==> src/rtl/y86_store_buffer.sv <==
// y86_store_buffer
// Posted-write store buffer that sits between the y86 core memory bus and the
// backing data memory. Stores are queued in a circular FIFO and drained over a
// req/ack write port. Reads are answered combinationally, either from the
// youngest buffered store to the same address or from memory.
module y86_store_buffer #(
  parameter int DEPTH = 4,
  parameter int AW    = 32,
  parameter int DW    = 32
) (
  input  logic                    clk,
  input  logic                    rst_n,
  input  logic [AW-1:0]           cpu_A,
  input  logic [DW-1:0]           cpu_out,
  input  logic                    cpu_WE,
  input  logic                    cpu_RE,
  output logic [DW-1:0]           cpu_in,
  output logic [AW-1:0]           mem_raddr,
  input  logic [DW-1:0]           mem_rdata,
  output logic [AW-1:0]           mem_waddr,
  output logic [DW-1:0]           mem_wdata,
  output logic                    mem_wreq,
  input  logic                    mem_wack,
  output logic [$clog2(DEPTH):0]  sb_count,
  output logic                    sb_empty,
  output logic                    sb_overflow
);

  localparam int PW = $clog2(DEPTH);
  localparam int CW = PW + 1;
  localparam logic [PW-1:0] PTR_ONE = PW'(1);
  localparam logic [CW-1:0] CNT_ONE = CW'(1);
  localparam logic [CW-1:0] CNT_MAX = CW'(DEPTH);

  // Entry storage and FIFO bookkeeping
  logic [AW-1:0] addr_q [DEPTH];
  logic [AW-1:0] addr_d [DEPTH];
  logic [DW-1:0] data_q [DEPTH];
  logic [DW-1:0] data_d [DEPTH];
  logic [PW-1:0] head_q, head_d;
  logic [PW-1:0] tail_q, tail_d;
  logic [CW-1:0] count_q, count_d;
  logic          overflow_q, overflow_d;

  logic          full_s;
  logic          empty_s;
  logic          pop_s;
  logic          push_s;
  logic          drop_s;
  logic          hit_s;
  logic [DW-1:0] fwd_data_s;
  logic [PW-1:0] idx_s;

  // Decode occupancy and decide push/pop/drop for this cycle
  always_comb begin
    full_s  = (count_q == CNT_MAX);
    empty_s = (count_q == '0);
    // A pop frees a slot in the same edge, so a full buffer can still accept.
    pop_s   = !empty_s && mem_wack;
    push_s  = cpu_WE && (!full_s || pop_s);
    drop_s  = cpu_WE && full_s && !pop_s;
  end

  // Next-state for pointers, count, sticky overflow and entry contents
  always_comb begin
    addr_d     = addr_q;
    data_d     = data_q;
    head_d     = head_q;
    tail_d     = tail_q;
    count_d    = count_q;
    overflow_d = overflow_q;

    if (push_s) begin
      addr_d[tail_q] = cpu_A;
      data_d[tail_q] = cpu_out;
      tail_d         = tail_q + PTR_ONE;
    end else begin
      tail_d = tail_q;
    end

    if (pop_s) begin
      head_d = head_q + PTR_ONE;
    end else begin
      head_d = head_q;
    end

    case ({push_s, pop_s})
      2'b10:   count_d = count_q + CNT_ONE;
      2'b01:   count_d = count_q - CNT_ONE;
      default: count_d = count_q;
    endcase

    if (drop_s) begin
      overflow_d = 1'b1;
    end else begin
      overflow_d = overflow_q;
    end
  end

  // Search valid entries oldest to youngest so the youngest match wins
  always_comb begin
    hit_s      = 1'b0;
    fwd_data_s = '0;
    idx_s      = '0;
    for (int i = 0; i < DEPTH; i++) begin
      idx_s = head_q + PW'(i);
      if ((CW'(i) < count_q) && (addr_q[idx_s] == cpu_A)) begin
        hit_s      = 1'b1;
        fwd_data_s = data_q[idx_s];
      end else begin
        hit_s = hit_s;
      end
    end
  end

  // Read path: forwarded store data, else memory; zero when not reading
  always_comb begin
    if (!cpu_RE) begin
      cpu_in = '0;
    end else if (hit_s) begin
      cpu_in = fwd_data_s;
    end else begin
      cpu_in = mem_rdata;
    end
  end

  // State registers; reset clears occupancy so mem_wreq drops immediately
  always_ff @(posedge clk or negedge rst_n) begin
    if (!rst_n) begin
      for (int i = 0; i < DEPTH; i++) begin
        addr_q[i] <= '0;
        data_q[i] <= '0;
      end
      head_q     <= '0;
      tail_q     <= '0;
      count_q    <= '0;
      overflow_q <= 1'b0;
    end else begin
      addr_q     <= addr_d;
      data_q     <= data_d;
      head_q     <= head_d;
      tail_q     <= tail_d;
      count_q    <= count_d;
      overflow_q <= overflow_d;
    end
  end

  // Outputs come straight from state, except the combinational read path
  assign mem_raddr   = cpu_A;
  assign mem_waddr   = addr_q[head_q];
  assign mem_wdata   = data_q[head_q];
  assign mem_wreq    = !empty_s;
  assign sb_count    = count_q;
  assign sb_empty    = empty_s;
  assign sb_overflow = overflow_q;

endmodule

==> config.mk <==
export PLATFORM = sky130hd
export DESIGN_NAME = y86_store_buffer
export DESIGN_NICKNAME = d
export VERILOG_FILES = /design/src/rtl/y86_store_buffer.sv
export SDC_FILE = /design/constraint.sdc
export NUM_CORES = 1
export LEC_CHECK = 0
export CORE_MARGIN = 2
export CORE_UTILIZATION = 60
export CTS_CLUSTER_SIZE = 14
export DETAILED_ROUTE_END_ITERATION = 6
export GPL_TIMING_DRIVEN = 0
export PLACE_DENSITY_LB_ADDON = 0.15
export SKIP_CTS_REPAIR_TIMING = 1
export SLEW_MARGIN = 15
export SYNTH_ARGS = -nofsm -noshare
export SYNTH_HDL_FRONTEND = slang
export SYNTH_SLANG_ARGS = --single-unit
==> constraint.sdc <==
create_clock -name clk -period 7.37 [get_ports clk]
set_clock_uncertainty 0.1 [all_clocks]
set_input_delay 1.1055 -clock clk [delete_from_list [all_inputs] [get_ports clk]]
set_output_delay 1.1055 -clock clk [all_outputs]
set_load 0.03 [all_outputs]
==> results of run 1 <==
-- layout make-up --
class / instances / area, um^2
well taps: 442 / 553
clock inverters: 15 / 226
clock buffers: 39 / 866
flip-flops and latches: 264 / 6610
multi-input cells: 1088 / 11800
fillers: 2221 / 8840
plain buffers: 186 / 1100
repair buffers: 219 / 2250
diodes: 1 / 2.50
inverters: 17 / 63.8
-- power breakdown --
| group | total [mW] | switching [mW] | internal (mW) |
|---|---|---|---|
| sequential | 3.04 | 0.850 | 2.19 |
| clock | 1.66 | 0.658 | 1.00 |
| combinational | 8.44 | 4.39 | 4.05 |
-- final timing paths --
path                        startpoint           to  slack [ps]  cells after the start
hold / removal                   rst_n   data_q[84]         350                      1
min in group clk           sb_overflow  sb_overflow         390                      1
setup / recovery             head_q[1]   cpu_in[29]          50                     16
hold reg to reg            sb_overflow  sb_overflow         390                      1
max in group asynchronous        rst_n   addr_q[26]        5680                      3
setup reg to reg             head_q[0]    head_q[1]        2970                     13
-- kinds of logic after synthesis --
kind of cell,after synthesis,share of synthesized area (%)
muxes,553,41.1
DFF,264,33.9
AOI/OAI and AO/OA,218,8.88
and+or+nand+nor,192,4.49
xor gates and xnor gates,116,5.21
adders and majority gates,9,0.577
buffers and inverters,203,5.94
-- registers in the layout, indices dropped and copies added, names as in the netlist --
name and count:
tail_q 2, sb_count 3, addr_q 128, head_q 2, sb_overflow 1, data_q 128
-- per-stage QoR --
stage	util, %	hold slack (ps)	TNS (ps)	instances	worst slack (ps)
floorplan	-	362	0	1555	2250
global placement	68.9	364	-1561600	2213	-5950
detailed placement	69.1	370	-192	2216	-192
CTS	72.5	369	-187	2270	-187
global route	72.6	393	0	2270	17.0
finish	72.6	354	0	2271	50.1
-- cells in the mapped netlist, types with 3 or more instances --
library cell | number | area [um^2]
a221oi_1 | 37 | 324
buf_2 | 29 | 145
mux2_2 | 251 | 2830
o311ai_2 | 4 | 65.1
nand2_1 | 83 | 312
a22oi_1 | 5 | 37.5
a22o_1 | 3 | 26.3
xnor2_1 | 93 | 815
nor3_1 | 7 | 35.0
buf_6 | 12 | 135
nand3b_1 | 3 | 22.5
a31oi_1 | 5 | 31.3
o21ai_0 | 45 | 225
xor2_1 | 23 | 201
inv_1 | 16 | 60.1
o311ai_0 | 4 | 35.0
dfrtp_1 | 264 | 6610
o22ai_1 | 11 | 68.8
buf_1 | 20 | 75.1
a21oi_1 | 15 | 75.1
nor4_1 | 7 | 43.8
nor2_1 | 54 | 203
or4_1 | 3 | 22.5
o2111ai_1 | 6 | 52.6
o311ai_1 | 26 | 228
mux2_4 | 4 | 60.1
mux4_2 | 170 | 3830
buf_4 | 49 | 368
buf_12 | 4 | 80.1
o211a_1 | 32 | 320
clkbuf_1 | 70 | 263
mux2i_1 | 126 | 1260
nand2b_1 | 4 | 25.0
and2_1 | 5 | 31.3
nand4_1 | 16 | 100
ha_1 | 9 | 113
-- layer usage --
metal  GRT usage (%)  part of all wire, %  up-vias
met5               0                0.019        -
met4            22.5                  6.3        2
met3            7.27                  8.3      221
met2            66.4                   49      984
met1            49.2                   37     7988
li1                -                    -     6516
-- layout by cell type, fill, tap and decap left out, types with 16 or more instances in the layout --
| cell type | instances |
|---|---|
| clkdlybuf4s50_1 | 215 |
| mux4_2 | 170 |
| a221oi_1 | 37 |
| o311ai_1 | 27 |
| mux2_2 | 251 |
| clkbuf_1 | 67 |
| buf_1 | 20 |
| buf_4 | 49 |
| inv_1 | 16 |
| mux2i_1 | 125 |
| o211a_1 | 32 |
| buf_2 | 29 |
| nor2_1 | 54 |
| clkbuf_16 | 31 |
| xnor2_1 | 92 |
| o21ai_0 | 45 |
| nand2_1 | 83 |
| nand4_1 | 16 |
| xor2_1 | 23 |
| dfrtp_1 | 264 |
-- worst max-delay path, delay by kind of cell, from the launching register on --
| family | cells | cell delay, ps |
|---|---|---|
| AO/OA/AOI/OAI | 5 | 2070 |
| flip-flops | 1 | 360 |
| AND/OR/NAND/NOR | 2 | 370 |
| buffers and inverters | 7 | 1910 |
| multiplexers | 1 | 400 |
| XOR/XNOR | 1 | 390 |
==> results.sh, run 1 <==
export IMPL_status="completed"
export IMPL_htree_num_levels=1
export IMPL_ant_nets=0
export IMPL_setup_viol=0
export IMPL_maxCapViolCount=0
export IMPL_end_kind="primary output"
export IMPL_cp_max_fo=10
export IMPL_min_period_ps=7320
export IMPL_yosysWarnings=0
export IMPL_wl_per_cell_um=29.5
export IMPL_synth_edff_count=0
export IMPL_synth_area_um2=19500
export IMPL_root_buffer="clkbuf_16"
export IMPL_grt_pass1_vias=15854
export IMPL_drt_total_wl_um=67100
export IMPL_dpl_cell_area_um2=22300
export IMPL_crit_path_start_kind="register"
export IMPL_clkTransAtPathRegs_ps=60
export IMPL_power_total_mw=13.1
export IMPL_gp_congestion=1.03
export IMPL_io_pin_count=235
export IMPL_crit_type="reg -> out"
export IMPL_pwr_density_cell_nw_per_um2=561
export IMPL_hold_path_class="in -> async"
export IMPL_grt_pass1_wl_um=99700
export IMPL_dp_hpwl_um=49000
export IMPL_drc=0
export IMPL_ir_drop_mv=0.401
export IMPL_core_um2=32300
export IMPL_ys_ff_latch=264
export IMPL_vias_per_cell=6.92
export IMPL_chipHeight_um=184
export IMPL_synth_cell_types=68
export IMPL_slowest_stage="clkdlybuf4s50_1"
export IMPL_crit_top_cell="buf_6"
export IMPL_nNetsFinal=1916
export IMPL_antenna_found_initial=1
export IMPL_clk_latency_ps=590
export IMPL_grt_setup_unrepaired="false"
export IMPL_async_flop_share_pct=100
export IMPL_grt_overflow=0
export IMPL_finalHoldViolations=0
export IMPL_cts_buffer_depth=3
export IMPL_track_usage_pct=39.9
export IMPL_drt_initial_drc_count=1498
export IMPL_initial_utilization_pct=60.4
export IMPL_grt_start_max_net_pins=83
export IMPL_first_pass_iters=5
export IMPL_die_x_um=184
export IMPL_cts_made_buffers=30
export IMPL_cp_slowest_stage_delay_ps=670
export IMPL_relSlewSlack_pct=17.5
export IMPL_syn_num_nets=1665
export IMPL_p_leak_nw=9.46
export IMPL_cts_tree="done"
export IMPL_cts_num_sinks=264
export IMPL_ys_seq_area_share_pct=33.9
export IMPL_tightest_slew_ps=1240
export IMPL_vias=15711
export IMPL_drive_above_1_share_pct=32.9
export IMPL_io_buffers=216
export IMPL_cp_cell_sequence="buf_6, buf_12, buf_8, buf_6, buf_6, buf_6, mux2i_2, xor2_1, nor2_1, a2111oi_2, nand4_1, a211oi_4, a221oi_1, o311ai_0, o211a_1, clkdlybuf4s50_1"
export IMPL_die_area_um2=34000
export IMPL_syn_area_per_cell_um2=12.6
export IMPL_arrival_ps=6110
export IMPL_num_rows=66
export IMPL_fin_crit_sh_pct=99.3
export IMPL_area_growth_pct=20.2
export IMPL_finalMaxSlewViolations=0
export IMPL_synthCells=1555
export IMPL_synth_main_ff_cell="dfrtp_1"
export IMPL_finish_instance_area_um2=23500
export IMPL_required_ps=6160
export IMPL_fmax_mhz=137
No activity file was read; power rests on OpenSTA's default activity.
==> run 2, diff against run 1 <==
--- a/config.mk
+++ b/config.mk
@@ -10,7 +10,9 @@
 export CTS_CLUSTER_SIZE = 14
 export DETAILED_ROUTE_END_ITERATION = 6
 export GPL_TIMING_DRIVEN = 0
+export HOLD_SLACK_MARGIN = 0.03
 export PLACE_DENSITY_LB_ADDON = 0.15
+export SETUP_SLACK_MARGIN = 0.2
 export SKIP_CTS_REPAIR_TIMING = 1
 export SLEW_MARGIN = 15
 export SYNTH_ARGS = -nofsm -noshare
==> run 2 against run 1 <==
Net effect: fmax grew 3.8%; combinational power is essentially flat; final cell count is essentially flat; total power grew 0.15%; die area is the same; worst setup slack gained 270 ps; critical path depth shrank 2; register-to-register slack gained 120 ps; global-route usage is the same; clock power is essentially flat.
==> results.sh, run 2 (same netlist as run 1, synthesis figures left out) <==
export IMPL_status="completed"
export IMPL_track_usage_pct=39.9
export IMPL_fin_crit_sh_pct=95.7
export IMPL_min_period_ps=7050
export IMPL_setup_viol=0
export IMPL_crit_top_cell="buf_4"
export IMPL_pwr_density_cell_nw_per_um2=560
export IMPL_cts_num_sinks=264
export IMPL_first_pass_iters=5
export IMPL_initial_utilization_pct=60.4
export IMPL_chipHeight_um=184
export IMPL_drt_initial_drc_count=1419
export IMPL_vias_per_cell=6.93
export IMPL_grt_pass1_wl_um=99700
export IMPL_grt_overflow=0
export IMPL_clk_latency_ps=590
export IMPL_root_buffer="clkbuf_16"
export IMPL_rrSetupSlack_ps=3090
export IMPL_required_ps=6160
export IMPL_area_growth_pct=20.5
export IMPL_grt_pass1_vias=15854
export IMPL_hold_path_class="in -> async"
export IMPL_arrival_ps=5840
export IMPL_p_leak_nw=9.49
export IMPL_place_ws_ps=-192
export IMPL_r2r_worst_path_cells=13
export IMPL_tightest_slew_ps=1230
export IMPL_crit_path_start_kind="register"
export IMPL_cts_buffer_depth=3
export IMPL_dp_hpwl_um=49000
export IMPL_clkTransAtPathRegs_ps=60
export IMPL_ir_drop_mv=0.399
export IMPL_fill_cells=2221
export IMPL_htree_num_levels=1
export IMPL_final_common_cell="dfrtp_1"
export IMPL_tns_ps=0
export IMPL_grt_setup_unrepaired="false"
export IMPL_crit_type="reg -> out"
export IMPL_io_buffers=216
export IMPL_drive_above_1_share_pct=33.2
export IMPL_antenna_found_initial=1
export IMPL_final_cell_mix="dfrtp_1 (264), mux2_2 (251), clkdlybuf4s50_1 (215), mux4_2 (170), mux2i_1 (124)"
export IMPL_die_x_um=184
export IMPL_cp_num_buf_inv=6
export IMPL_critPathTopFamily="buffers and inverters"
export IMPL_num_rows=66
export IMPL_end_kind="primary output"
export IMPL_grt_start_max_net_pins=83
export IMPL_maxCapViolCount=0
export IMPL_cts_tree="done"
export IMPL_gp_congestion=1.03
export IMPL_worst_path_stages=14
export IMPL_finalHoldViolations=0
export IMPL_finalMaxSlewViolations=0
export IMPL_wl_per_cell_um=29.5
export IMPL_relSlewSlack_pct=17.9
export IMPL_die_area_um2=34000
export IMPL_drt_total_wl_um=67100
export IMPL_dp_cells=2216
export IMPL_cp_slowest_stage_delay_ps=660
export IMPL_power_total_mw=13.2
export IMPL_slowest_stage="clkdlybuf4s50_1"
export IMPL_nNetsFinal=1917
export IMPL_cp_cell_sequence="buf_6, buf_4, buf_4, mux4_2, xnor2_1, nand4_1, nor4b_4, and2_1, clkbuf_1, buf_2, a221oi_1, o311ai_1, o211a_1, clkdlybuf4s50_1"
export IMPL_cp_max_fo=10
export IMPL_ant_nets=0
export IMPL_vias=15740
export IMPL_fin_ws_ps=320
export IMPL_drc=0
export IMPL_fmax_mhz=142
export IMPL_cts_made_buffers=30
export IMPL_core_um2=32300
export IMPL_fin_cells=2272
export IMPL_io_pin_count=235
[run 2: worst paths after layout]
kind                             start          end
max                          head_q[0]   cpu_in[28]
min                              rst_n   data_q[84]
max reg2reg                  head_q[0]    head_q[1]
min reg2reg                sb_overflow  sb_overflow
max in group asynchronous        rst_n   addr_q[26]
min in group clk           sb_overflow  sb_overflow
[run 2: stage by stage]
step,instance area [um^2],utilization [%],hold WS [ps]
after floorplan,19500,-,362
after global placement,22200,68.9,364
after detailed placement,22300,69.1,370
after CTS,23400,72.5,369
after global routing,23500,72.8,393
final,23500,72.9,348
[run 2: cell type report]
class                      count  area, um^2  share of cell area, %
antenna                        1        2.50                 0.0106
multi-input combinational   1088       11800                   50.3
sequential                   264        6610                   28.1
timing repair buffer         220        2270                   9.65
clock buffer                  39         866                   3.68
buffer                       186        1110                   4.73
tap                          442         553                   2.35
clock inverter                15         226                  0.963
inverter                      17        63.8                  0.271
[run 2: power by group]
group	leakage [nW]	switching, mW	internal, mW
logic	5.80	4.39	4.06
registers	3.15	0.856	2.19
clock network	0.542	0.656	1.00
[run 2: per-layer routing]
metal	part of all wire (%)	vias to the layer above	GRT usage (%)
met5	0.019	-	0
met2	49	978	66.4
met1	37	8046	49.2
li1	-	6509	-
met4	6.2	2	22.5
met3	7.9	205	7.27
